===== src/rtl/pipeline_hazard_ctrl_if.sv =====
// Hazard-control signal bundle between the pipeline datapath (master) and the
// hazard controller (slave).
interface pipeline_hazard_ctrl_if;
  logic        imem_busywait;
  logic        dmem_busywait;
  logic [4:0]  id_rs1;
  logic [4:0]  id_rs2;
  logic        id_use_rs1;
  logic        id_use_rs2;
  logic [4:0]  ex_rd;
  logic        ex_memRead;
  logic        ex_writeEnable;
  logic        ex_insthit;
  logic        ex_redirect;
  logic        stall_if;
  logic        stall_id;
  logic        stall_ex;
  logic        flush_id;
  logic        bubble_ex;
  logic        bubble_wb;
  logic [2:0]  state;
  logic [15:0] stall_count;
  logic [15:0] flush_count;

  modport master (
    output imem_busywait, dmem_busywait, id_rs1, id_rs2, id_use_rs1, id_use_rs2,
           ex_rd, ex_memRead, ex_writeEnable, ex_insthit, ex_redirect,
    input  stall_if, stall_id, stall_ex, flush_id, bubble_ex, bubble_wb,
           state, stall_count, flush_count
  );

  modport slave (
    input  imem_busywait, dmem_busywait, id_rs1, id_rs2, id_use_rs1, id_use_rs2,
           ex_rd, ex_memRead, ex_writeEnable, ex_insthit, ex_redirect,
    output stall_if, stall_id, stall_ex, flush_id, bubble_ex, bubble_wb,
           state, stall_count, flush_count
  );
endinterface


===== src/rtl/pipeline_hazard_ctrl.sv =====
// Five-stage pipeline hazard controller: memory-wait stalls, load-use stalls,
// redirect flushes with fetch draining, and saturating stall/flush counters.
module pipeline_hazard_ctrl (
  input  logic                         clock,
  input  logic                         reset,
  pipeline_hazard_ctrl_if.slave        hz
);

  typedef enum logic [2:0] {
    RUN       = 3'd0,
    LU_STALL  = 3'd1,
    DMEM_WAIT = 3'd2,
    DRAIN     = 3'd3
  } state_t;

  state_t      state_q;
  state_t      state_d;
  logic        redirect_pending;
  logic        redirect_now;
  logic        redirect_ev;
  logic        load_use;
  logic        stall_if;
  logic        stall_id;
  logic        stall_ex;
  logic        flush_id;
  logic        bubble_ex;
  logic        bubble_wb;
  logic [15:0] stall_count;
  logic [15:0] flush_count;

  assign redirect_now = hz.ex_redirect & hz.ex_insthit;
  assign redirect_ev  = redirect_now | redirect_pending;
  assign load_use = hz.ex_insthit & hz.ex_memRead & hz.ex_writeEnable & (hz.ex_rd != 5'd0) &
                    ((hz.id_use_rs1 & (hz.id_rs1 == hz.ex_rd)) |
                     (hz.id_use_rs2 & (hz.id_rs2 == hz.ex_rd)));

  // Priority chain: dmem wait > redirect > drain > load-use > imem wait.
  always_comb begin
    // NOTE: every output gets a default first so no path leaves it unassigned (no latch).
    stall_if  = 1'b0;
    stall_id  = 1'b0;
    stall_ex  = 1'b0;
    flush_id  = 1'b0;
    bubble_ex = 1'b0;
    bubble_wb = 1'b0;
    state_d   = RUN;
    if (reset) begin
      flush_id  = 1'b1;
      bubble_ex = 1'b1;
      bubble_wb = 1'b1;
    end else if (hz.dmem_busywait) begin
      stall_if  = 1'b1;
      stall_id  = 1'b1;
      stall_ex  = 1'b1;
      bubble_wb = 1'b1;
      state_d   = DMEM_WAIT;
    end else if (redirect_ev) begin
      flush_id  = 1'b1;
      bubble_ex = 1'b1;
      state_d   = hz.imem_busywait ? DRAIN : RUN;
    end else if (state_q == DRAIN) begin
      // The fetch in flight belongs to the wrong path; discard it when it lands.
      flush_id  = 1'b1;
      state_d   = hz.imem_busywait ? DRAIN : RUN;
    end else if (load_use && state_q != LU_STALL) begin
      stall_if  = 1'b1;
      bubble_ex = 1'b1;
      state_d   = LU_STALL;
    end else if (hz.imem_busywait) begin
      stall_if  = 1'b1;
      flush_id  = 1'b1;
    end
  end

  always_ff @(posedge clock) begin
    // NOTE: sequential state uses non-blocking assignments so all registers update together.
    if (reset) begin
      state_q          <= RUN;
      redirect_pending <= 1'b0;
      stall_count      <= 16'd0;
      flush_count      <= 16'd0;
    end else begin
      state_q <= state_d;
      // Hold a redirect seen during a data-memory wait; it is applied the cycle the wait ends.
      redirect_pending <= hz.dmem_busywait & (redirect_pending | redirect_now);
      if ((stall_if | stall_id | stall_ex) && stall_count != 16'hFFFF)
        stall_count <= stall_count + 16'd1;
      if ((flush_id | bubble_ex) && flush_count != 16'hFFFF)
        flush_count <= flush_count + 16'd1;
    end
  end

  assign hz.stall_if    = stall_if;
  assign hz.stall_id    = stall_id;
  assign hz.stall_ex    = stall_ex;
  assign hz.flush_id    = flush_id;
  assign hz.bubble_ex   = bubble_ex;
  assign hz.bubble_wb   = bubble_wb;
  assign hz.state       = state_q;
  assign hz.stall_count = stall_count;
  assign hz.flush_count = flush_count;

endmodule


===== src/flat_wrapper.sv =====
// flat-port wrapper written by rule: the top's interface ports become plain ports
module pipeline_hazard_ctrl_flat 
  (clock, reset, hz_imem_busywait, hz_dmem_busywait, hz_id_rs1, hz_id_rs2, hz_id_use_rs1, hz_id_use_rs2, hz_ex_rd, hz_ex_memRead, hz_ex_writeEnable, hz_ex_insthit, hz_ex_redirect, hz_stall_if, hz_stall_id, hz_stall_ex, hz_flush_id, hz_bubble_ex, hz_bubble_wb, hz_state, hz_stall_count, hz_flush_count);
  pipeline_hazard_ctrl_if hz_i ();
  input  logic clock;
  input  logic reset;
  input wire logic [$bits(hz_i.imem_busywait)-1:0] hz_imem_busywait;
  input wire logic [$bits(hz_i.dmem_busywait)-1:0] hz_dmem_busywait;
  input wire logic [$bits(hz_i.id_rs1)-1:0] hz_id_rs1;
  input wire logic [$bits(hz_i.id_rs2)-1:0] hz_id_rs2;
  input wire logic [$bits(hz_i.id_use_rs1)-1:0] hz_id_use_rs1;
  input wire logic [$bits(hz_i.id_use_rs2)-1:0] hz_id_use_rs2;
  input wire logic [$bits(hz_i.ex_rd)-1:0] hz_ex_rd;
  input wire logic [$bits(hz_i.ex_memRead)-1:0] hz_ex_memRead;
  input wire logic [$bits(hz_i.ex_writeEnable)-1:0] hz_ex_writeEnable;
  input wire logic [$bits(hz_i.ex_insthit)-1:0] hz_ex_insthit;
  input wire logic [$bits(hz_i.ex_redirect)-1:0] hz_ex_redirect;
  output wire logic [$bits(hz_i.stall_if)-1:0] hz_stall_if;
  output wire logic [$bits(hz_i.stall_id)-1:0] hz_stall_id;
  output wire logic [$bits(hz_i.stall_ex)-1:0] hz_stall_ex;
  output wire logic [$bits(hz_i.flush_id)-1:0] hz_flush_id;
  output wire logic [$bits(hz_i.bubble_ex)-1:0] hz_bubble_ex;
  output wire logic [$bits(hz_i.bubble_wb)-1:0] hz_bubble_wb;
  output wire logic [$bits(hz_i.state)-1:0] hz_state;
  output wire logic [$bits(hz_i.stall_count)-1:0] hz_stall_count;
  output wire logic [$bits(hz_i.flush_count)-1:0] hz_flush_count;
  assign hz_i.imem_busywait = hz_imem_busywait;
  assign hz_i.dmem_busywait = hz_dmem_busywait;
  assign hz_i.id_rs1 = hz_id_rs1;
  assign hz_i.id_rs2 = hz_id_rs2;
  assign hz_i.id_use_rs1 = hz_id_use_rs1;
  assign hz_i.id_use_rs2 = hz_id_use_rs2;
  assign hz_i.ex_rd = hz_ex_rd;
  assign hz_i.ex_memRead = hz_ex_memRead;
  assign hz_i.ex_writeEnable = hz_ex_writeEnable;
  assign hz_i.ex_insthit = hz_ex_insthit;
  assign hz_i.ex_redirect = hz_ex_redirect;
  assign hz_stall_if = hz_i.stall_if;
  assign hz_stall_id = hz_i.stall_id;
  assign hz_stall_ex = hz_i.stall_ex;
  assign hz_flush_id = hz_i.flush_id;
  assign hz_bubble_ex = hz_i.bubble_ex;
  assign hz_bubble_wb = hz_i.bubble_wb;
  assign hz_state = hz_i.state;
  assign hz_stall_count = hz_i.stall_count;
  assign hz_flush_count = hz_i.flush_count;
  pipeline_hazard_ctrl u_core (.clock(clock), .reset(reset), .hz(hz_i));
endmodule

===== config.mk =====
export PLATFORM = sky130hd
export DESIGN_NAME = pipeline_hazard_ctrl_flat
export DESIGN_NICKNAME = d
export VERILOG_FILES = /design/src/rtl/pipeline_hazard_ctrl_if.sv /design/src/rtl/pipeline_hazard_ctrl.sv /design/src/flat_wrapper.sv
export SDC_FILE = /design/constraint.sdc
export NUM_CORES = 1
export LEC_CHECK = 0
export CAP_MARGIN = 25
export CORE_UTILIZATION = 40
export DETAILED_ROUTE_END_ITERATION = 7
export PLACE_DENSITY = 0.75
export SYNTH_ARGS = -nofsm -noshare
export SYNTH_HDL_FRONTEND = slang
export SYNTH_SLANG_ARGS = --single-unit

===== constraint.sdc =====
create_clock -name clock -period 2.55 [get_ports clock]
set_input_delay 0.51 -clock clock [delete_from_list [all_inputs] [get_ports clock]]
set_output_delay 0.51 -clock clock [all_outputs]
set_load 0.05 [all_outputs]

==> run summary, run 1 <==
status: finished with violations
failing checks: negative setup slack
max frequency: 0.3910 GHz
# IOs: 66
post-layout min period: 2.558 ns
RSZ-0062 raised after global routing: true
largest net degree at the start of global routing: 23
layout cells sized above 1: 0.2321
initial antenna violation count: 0
Initial DRT Pass Iterations: 4
Final Hold Fails: 0
Pint: 0.0008868 W
WS Path Type: input port to output port
GR Util All Layers: 0.2124
number of synthesized flops with an enable pin: 0
core region area: 0.004692 mm²
kind of start point of the critical path: input port
Comb pwr share: 0.241
Net Switching: 0.0003820 W
Synth cell types: 49
H-tree levels: 2
Reg power frac: 0.448
root buf cell: clkbuf_8
Synth Flop Type: dfxtp_1
Max Cap Viol: 0
Max clock buf depth: 2
CTS Hold Buffers Added: 0
Nets: 362
sw frac: 0.3011
Routed met2 length: 2727 µm
CTS Buf Count: 5
Gate Count Post-Synth: 241
starting DRC count in detailed routing: 132
DIE AREA: 0.005160 mm²
DR DRC count: 0
met3 wire len: 263 µm
CP endpoint kind: output port
Setup Skew: 0.004359 ns
overflow left after global routing: 0
Port Buffers: 64
clock share of power: 0.311
DIE WIDTH: 71.83 µm
Final setup viols: 1
clock-pin slew on the worst setup and hold paths: 0.07 ns
Initial Util: 0.4157
hpwl dp: 3682 µm
via count: 2157
register area share after synthesis: 0.3592
CTS tree: yes
Hold Worst Slack: 0.5140 ns
Antenna diodes: 0
slowest stage delay, CP: 0.53 ns
Max VDD drop: 0.3193 mV
number of global-route vias before repair: 1981
leakage dissipation: 1.223 nW
final period utilization: 1.003
Post-Place Setup Slack: -0.3350 ns
first-pass GRT wire length: 8749 µm
Die Height: 71.83 µm
final total power: 0.001269 W
Async SR Flop Fraction: 0
wire length on met1: 2403 µm
Seq cells post-synth: 35
clk sinks: 35
# rows: 25
GP Congestion: 0.8314
max-slew violations: 0
syn_area_per_cell: 8.094 µm²
post-route ant nets: 0
Crit-path slowest cell: or4_4
Pwr Density: 402.6 mW/mm²
CP max FO: 4
Final Util: 0.6717
Routed wire per std cell: 14.15 µm
Layout area overhead: 61.58%
worst skew pair latency: 0.29 ns
worst-path cell chain: buf_8 > or4_4 > o211ai_1 > nor2b_4 > nand2b_4 > a21oi_4 > buf_12
WP data arrival: 2.05 ns
synth warn: 0
Slew HR: 0.6574
highest routed layer: met4
synthesized cell area: 0.001951 mm²
final WL: 5519 µm
Final WS setup: -0.007736 ns
measured slew at the worst slew-check pin: 0.5122 ns
vias per cell: 5.531
worst min path class: flip-flop to flip-flop
WP data required: 2.04 ns
Syn Nets: 268
-- logic make-up after synthesis --
kind of cell,share of synthesized area
simple gates,0.2983
mux,0.03207
xor+xnor,0.08082
flops,0.3592
other cells,0.001922
buf+inv,0.04618
fa+ha+maj,0.01283
compound gates,0.1687
-- metrics by stage --
step | cells | area [µm²] | setup TNS, ns
2_1_floorplan | 241 | 1954 | 0
3_3_place_gp | 375 | 2850 | -4.282
3_5_place_dp | 375 | 2850 | -5.219
4_1_cts | 390 | 3025 | 0
5_1_grt | 390 | 3152 | -0.1712
6_report | 390 | 3152 | -0.007736
-- power groups by stage --
| stage | clock, W | combinational [W] | sequential (W) |
|---|---|---|---|
| after floorplan | 0 | 0.000114 | 0.000619 |
| after global placement | 0 | 0.000283 | 0.000581 |
| after detailed placement | 0 | 0.000286 | 0.000581 |
| after CTS | 0.000401 | 0.000296 | 0.000569 |
| after global routing | 0.000425 | 0.000327 | 0.000570 |
| final | 0.000394 | 0.000306 | 0.000569 |
-- state kept, by name, summed over array words and instances, names as in the netlist --
signal / flops
u_core.hz.flush_count: 16
u_core.hz.stall_count: 16
u_core.hz.state: 2
u_core.redirect_pending: 1
-- placed cells by master, fill, tap and decap left out, types with 2 or more instances in the layout --
master	count
mux2i_1	4
nand4_1	7
inv_1	5
nand3_1	19
ha_1	2
a21oi_1	19
nor2_1	21
buf_4	30
buf_12	6
clkdlybuf4s50_1	42
o21ai_0	9
or4_1	3
xor2_1	5
buf_6	4
clkinv_2	3
or2_2	3
xnor2_1	12
clkbuf_8	5
or3_1	11
nand2_1	18
dlygate4sd2_1	2
o21ai_1	2
o31ai_1	4
and3_1	5
dfxtp_1	35
and4_1	3
nand3_2	2
nor3_1	3
a41o_1	2
dlymetal6s2s_1	10
o211ai_1	2
-- what timing repair did --
item / 4_1_cts / 5_1_grt
cloned: 0 / 0
pin swaps: 6 / 27
buffers inserted: 7 / 2
gates resized for setup: 31 / 31
endpoints found under the setup margin: 3 / 21
-- critical path: cells and delay by family --
family | cells | cell delay [ns]
buffers and inverters | 2 | 0.24
AND/OR/NAND/NOR | 3 | 0.79
AO/OA/AOI/OAI | 2 | 0.51
-- path summary, 6_finish.rpt --
path                            cells past startpoint  slack, ns                                    end                             startpoint
worst min register to register                      2       0.51  u_core.hz.flush_count[6]$_SDFFE_PP0P_  u_core.hz.flush_count[6]$_SDFFE_PP0P_
worst max-delay path                                7     -0.008                            hz_flush_id                            hz_ex_rd[2]
worst min-delay path                                2       0.51  u_core.hz.flush_count[6]$_SDFFE_PP0P_  u_core.hz.flush_count[6]$_SDFFE_PP0P_
worst max register to register                      8       0.35  u_core.hz.stall_count[1]$_SDFFE_PP0P_  u_core.hz.stall_count[2]$_SDFFE_PP0P_
-- routing by layer --
layer,global-route usage,vias up
met2,0.3595,66
met4,0.1002,0
met1,0.2605,1016
met3,0.03938,11
met5,0,-
li1,-,1064
-- layout make-up --
class                   instances  area (µm²)
well taps                      54       67.56
clock buffers                   5       68.82
fillers                       391        1540
clock inverters                 3       15.01
multi-input cells             190        1299
inverters                       6       22.52
flip-flops and latches         35       700.7
repair buffers                 97       978.4
-- cell usage after synthesis, types with 3 or more instances --
library cell / count / area share
or2_2: 3 / 0.0096
o21ai_0: 10 / 0.026
and4_1: 3 / 0.013
mux2i_1: 4 / 0.021
nand3_1: 21 / 0.054
o31ai_1: 4 / 0.015
a21oi_1: 20 / 0.051
inv_1: 5 / 0.0096
or3_1: 11 / 0.035
nor4_1: 3 / 0.0096
nor3_1: 4 / 0.010
xnor2_1: 13 / 0.058
nand4_1: 7 / 0.022
and3_1: 6 / 0.019
nor2_1: 22 / 0.042
nand2_1: 18 / 0.035
or4_1: 4 / 0.015
xor2_1: 5 / 0.022
clkbuf_1: 3 / 0.0058
buf_4: 4 / 0.015
dfxtp_1: 35 / 0.36
(Power assumes the default switching activity.)
==> run 2: changes to the inputs <==
--- a/config.mk
+++ b/config.mk
@@ -6,9 +6,9 @@
 export NUM_CORES = 1
 export LEC_CHECK = 0
 export CAP_MARGIN = 25
-export CORE_UTILIZATION = 40
+export CORE_UTILIZATION = 41
 export DETAILED_ROUTE_END_ITERATION = 7
-export PLACE_DENSITY = 0.75
+export PLACE_DENSITY = 0.79
 export SYNTH_ARGS = -nofsm -noshare
 export SYNTH_HDL_FRONTEND = slang
 export SYNTH_SLANG_ARGS = --single-unit
==> constraint.sdc (replaced) <==
create_clock -name clock -period 2.1 [get_ports clock]
set_input_delay 0.42 -clock clock [delete_from_list [all_inputs] [get_ports clock]]
set_output_delay 0.42 -clock clock [all_outputs]
set_load 0.05 [all_outputs]
==> run summary, run 2 (synthesized netlist as in run 1, its figures left out) <==
GR Util All Layers: 0.2694
worst skew pair latency: 0.30 ns
starting DRC count in detailed routing: 175
commonest non-fill, non-tap cell in the layout: buf_4
final period utilization: 1.108
most frequent cells in the layout: buf_4, clkdlybuf4s50_1, nor2_1
Die Height: 70.98 µm
Setup Skew: 0.008832 ns
Max Cap Viol: 0
Pwr Density: 475.0 mW/mm²
final WL: 7358 µm
max frequency: 0.4298 GHz
DIE WIDTH: 70.98 µm
WP data required: 1.68 ns
CP endpoint kind: output port
Final Hold Fails: 0
core region area: 0.004474 mm²
WP data arrival: 1.91 ns
largest net degree at the start of global routing: 24
Max clock buf depth: 2
Final setup viols: 20
Final WS setup: -0.2267 ns
Initial Util: 0.4360
Final Util: 0.7970
Max VDD drop: 0.3659 mV
overflow left after global routing: 0
clk sinks: 35
worst min path class: input port to flip-flop
first-pass GRT wire length: 10650 µm
Antenna diodes: 0
DIE AREA: 0.005037 mm²
Post-Place Setup Slack: -0.6327 ns
# IOs: 66
root buf cell: clkbuf_8
Layout area overhead: 82.81%
vias per cell: 5.752
post-route ant nets: 0
Nets: 390
Reg2Reg Setup Slack: -0.17 ns
Hold Worst Slack: 0.4548 ns
kind of start point of the critical path: input port
# rows: 24
Routed wire per std cell: 17.69 µm
DR DRC count: 4
RSZ-0062 raised after global routing: true
leakage dissipation: 1.353 nW
post-layout min period: 2.327 ns
via count: 2393
CTS tree: yes
measured slew at the worst slew-check pin: 0.5081 ns
clock-pin slew on the worst setup and hold paths: 0.07 ns
CTS Buf Count: 5
WS Path Type: input port to output port
total negative slack: -1.724 ns
number of global-route vias before repair: 2260
hpwl dp: 4194 µm
final total power: 0.001694 W
layout cells sized above 1: 0.4258
GP Congestion: 0.8781
max-slew violations: 0
failing checks: design-rule violations, negative setup slack
CP max FO: 4
status: finished with violations
H-tree levels: 2
initial antenna violation count: 0
Slew HR: 0.6602
CTS Hold Buffers Added: 0
Port Buffers: 64
Initial DRT Pass Iterations: 7
[run 2: changes by cell type in the layout (fill, tap and decap cells not counted), sizes merged, moves of 4 or more]
cell and delta:
clkbuf +4, clkdlybuf4s50 -6, dlymetal6s2s -9, buf +30, clkdlybuf4s15 +5, dlygate4sd2 +5
[run 2: stage by stage]
step,area (µm²),std cells
after floorplan,2039,241
after global placement,2983,383
after detailed placement,2983,383
after CTS,3369,409
after global routing,3566,416
final,3566,416
[run 2: area by class of cell]
| class | instances | area (µm²) |
|---|---|---|
| flip-flops and latches | 35 | 755.7 |
| well taps | 52 | 65.06 |
| multi-input cells | 190 | 1444 |
| clock inverters | 2 | 13.76 |
| inverters | 6 | 26.28 |
| clock buffers | 6 | 93.84 |
| fillers | 280 | 908.4 |
| repair buffers | 125 | 1167 |
[run 2: what timing repair did]
action                     in CTS  in global routing
setup endpoints to repair      34                 30
pin swaps                      35                 32
gates resized for setup        77                 42
buffers inserted               19                  9
cloned                          0                  0
[run 2: final timing paths]
path,from,end,cells after the start
worst max-delay path,hz_ex_rd[0],hz_flush_id,8
worst min-delay path,hz_ex_insthit,u_core.redirect_pending$_SDFF_PP0_,3
worst max register to register,u_core.hz.state[0]$_SDFF_PP0_,u_core.hz.stall_count[13]$_SDFFE_PP0P_,11
worst min register to register,u_core.hz.stall_count[9]$_SDFFE_PP0P_,u_core.hz.stall_count[9]$_SDFFE_PP0P_,2
[run 2: layer usage]
layer  vias up  share of wire  global-route usage
li1       1130              -                   -
met1      1144           0.41              0.3286
met2        99           0.50              0.4583
met3        20          0.052             0.05556
met4         0          0.029              0.1200
met5         -              0                   0
[run 2: worst max-delay path: stages]
cell	delay (ns)
buf_8	0.09
or4_4	0.54
o211ai_1	0.19
buf_4	0.16
nor2b_4	0.05
nand2b_4	0.16
a21oi_4	0.14
buf_12	0.15
[run 2: report_power, final]
group | internal, W | leakage, nW | switching, W | total [W]
clock | 0.000305 | 0.0563 | 0.000262 | 0.000567
combinational | 0.000209 | 0.999 | 0.000231 | 0.000439
sequential | 0.000670 | 0.298 | 0.0000170 | 0.000687
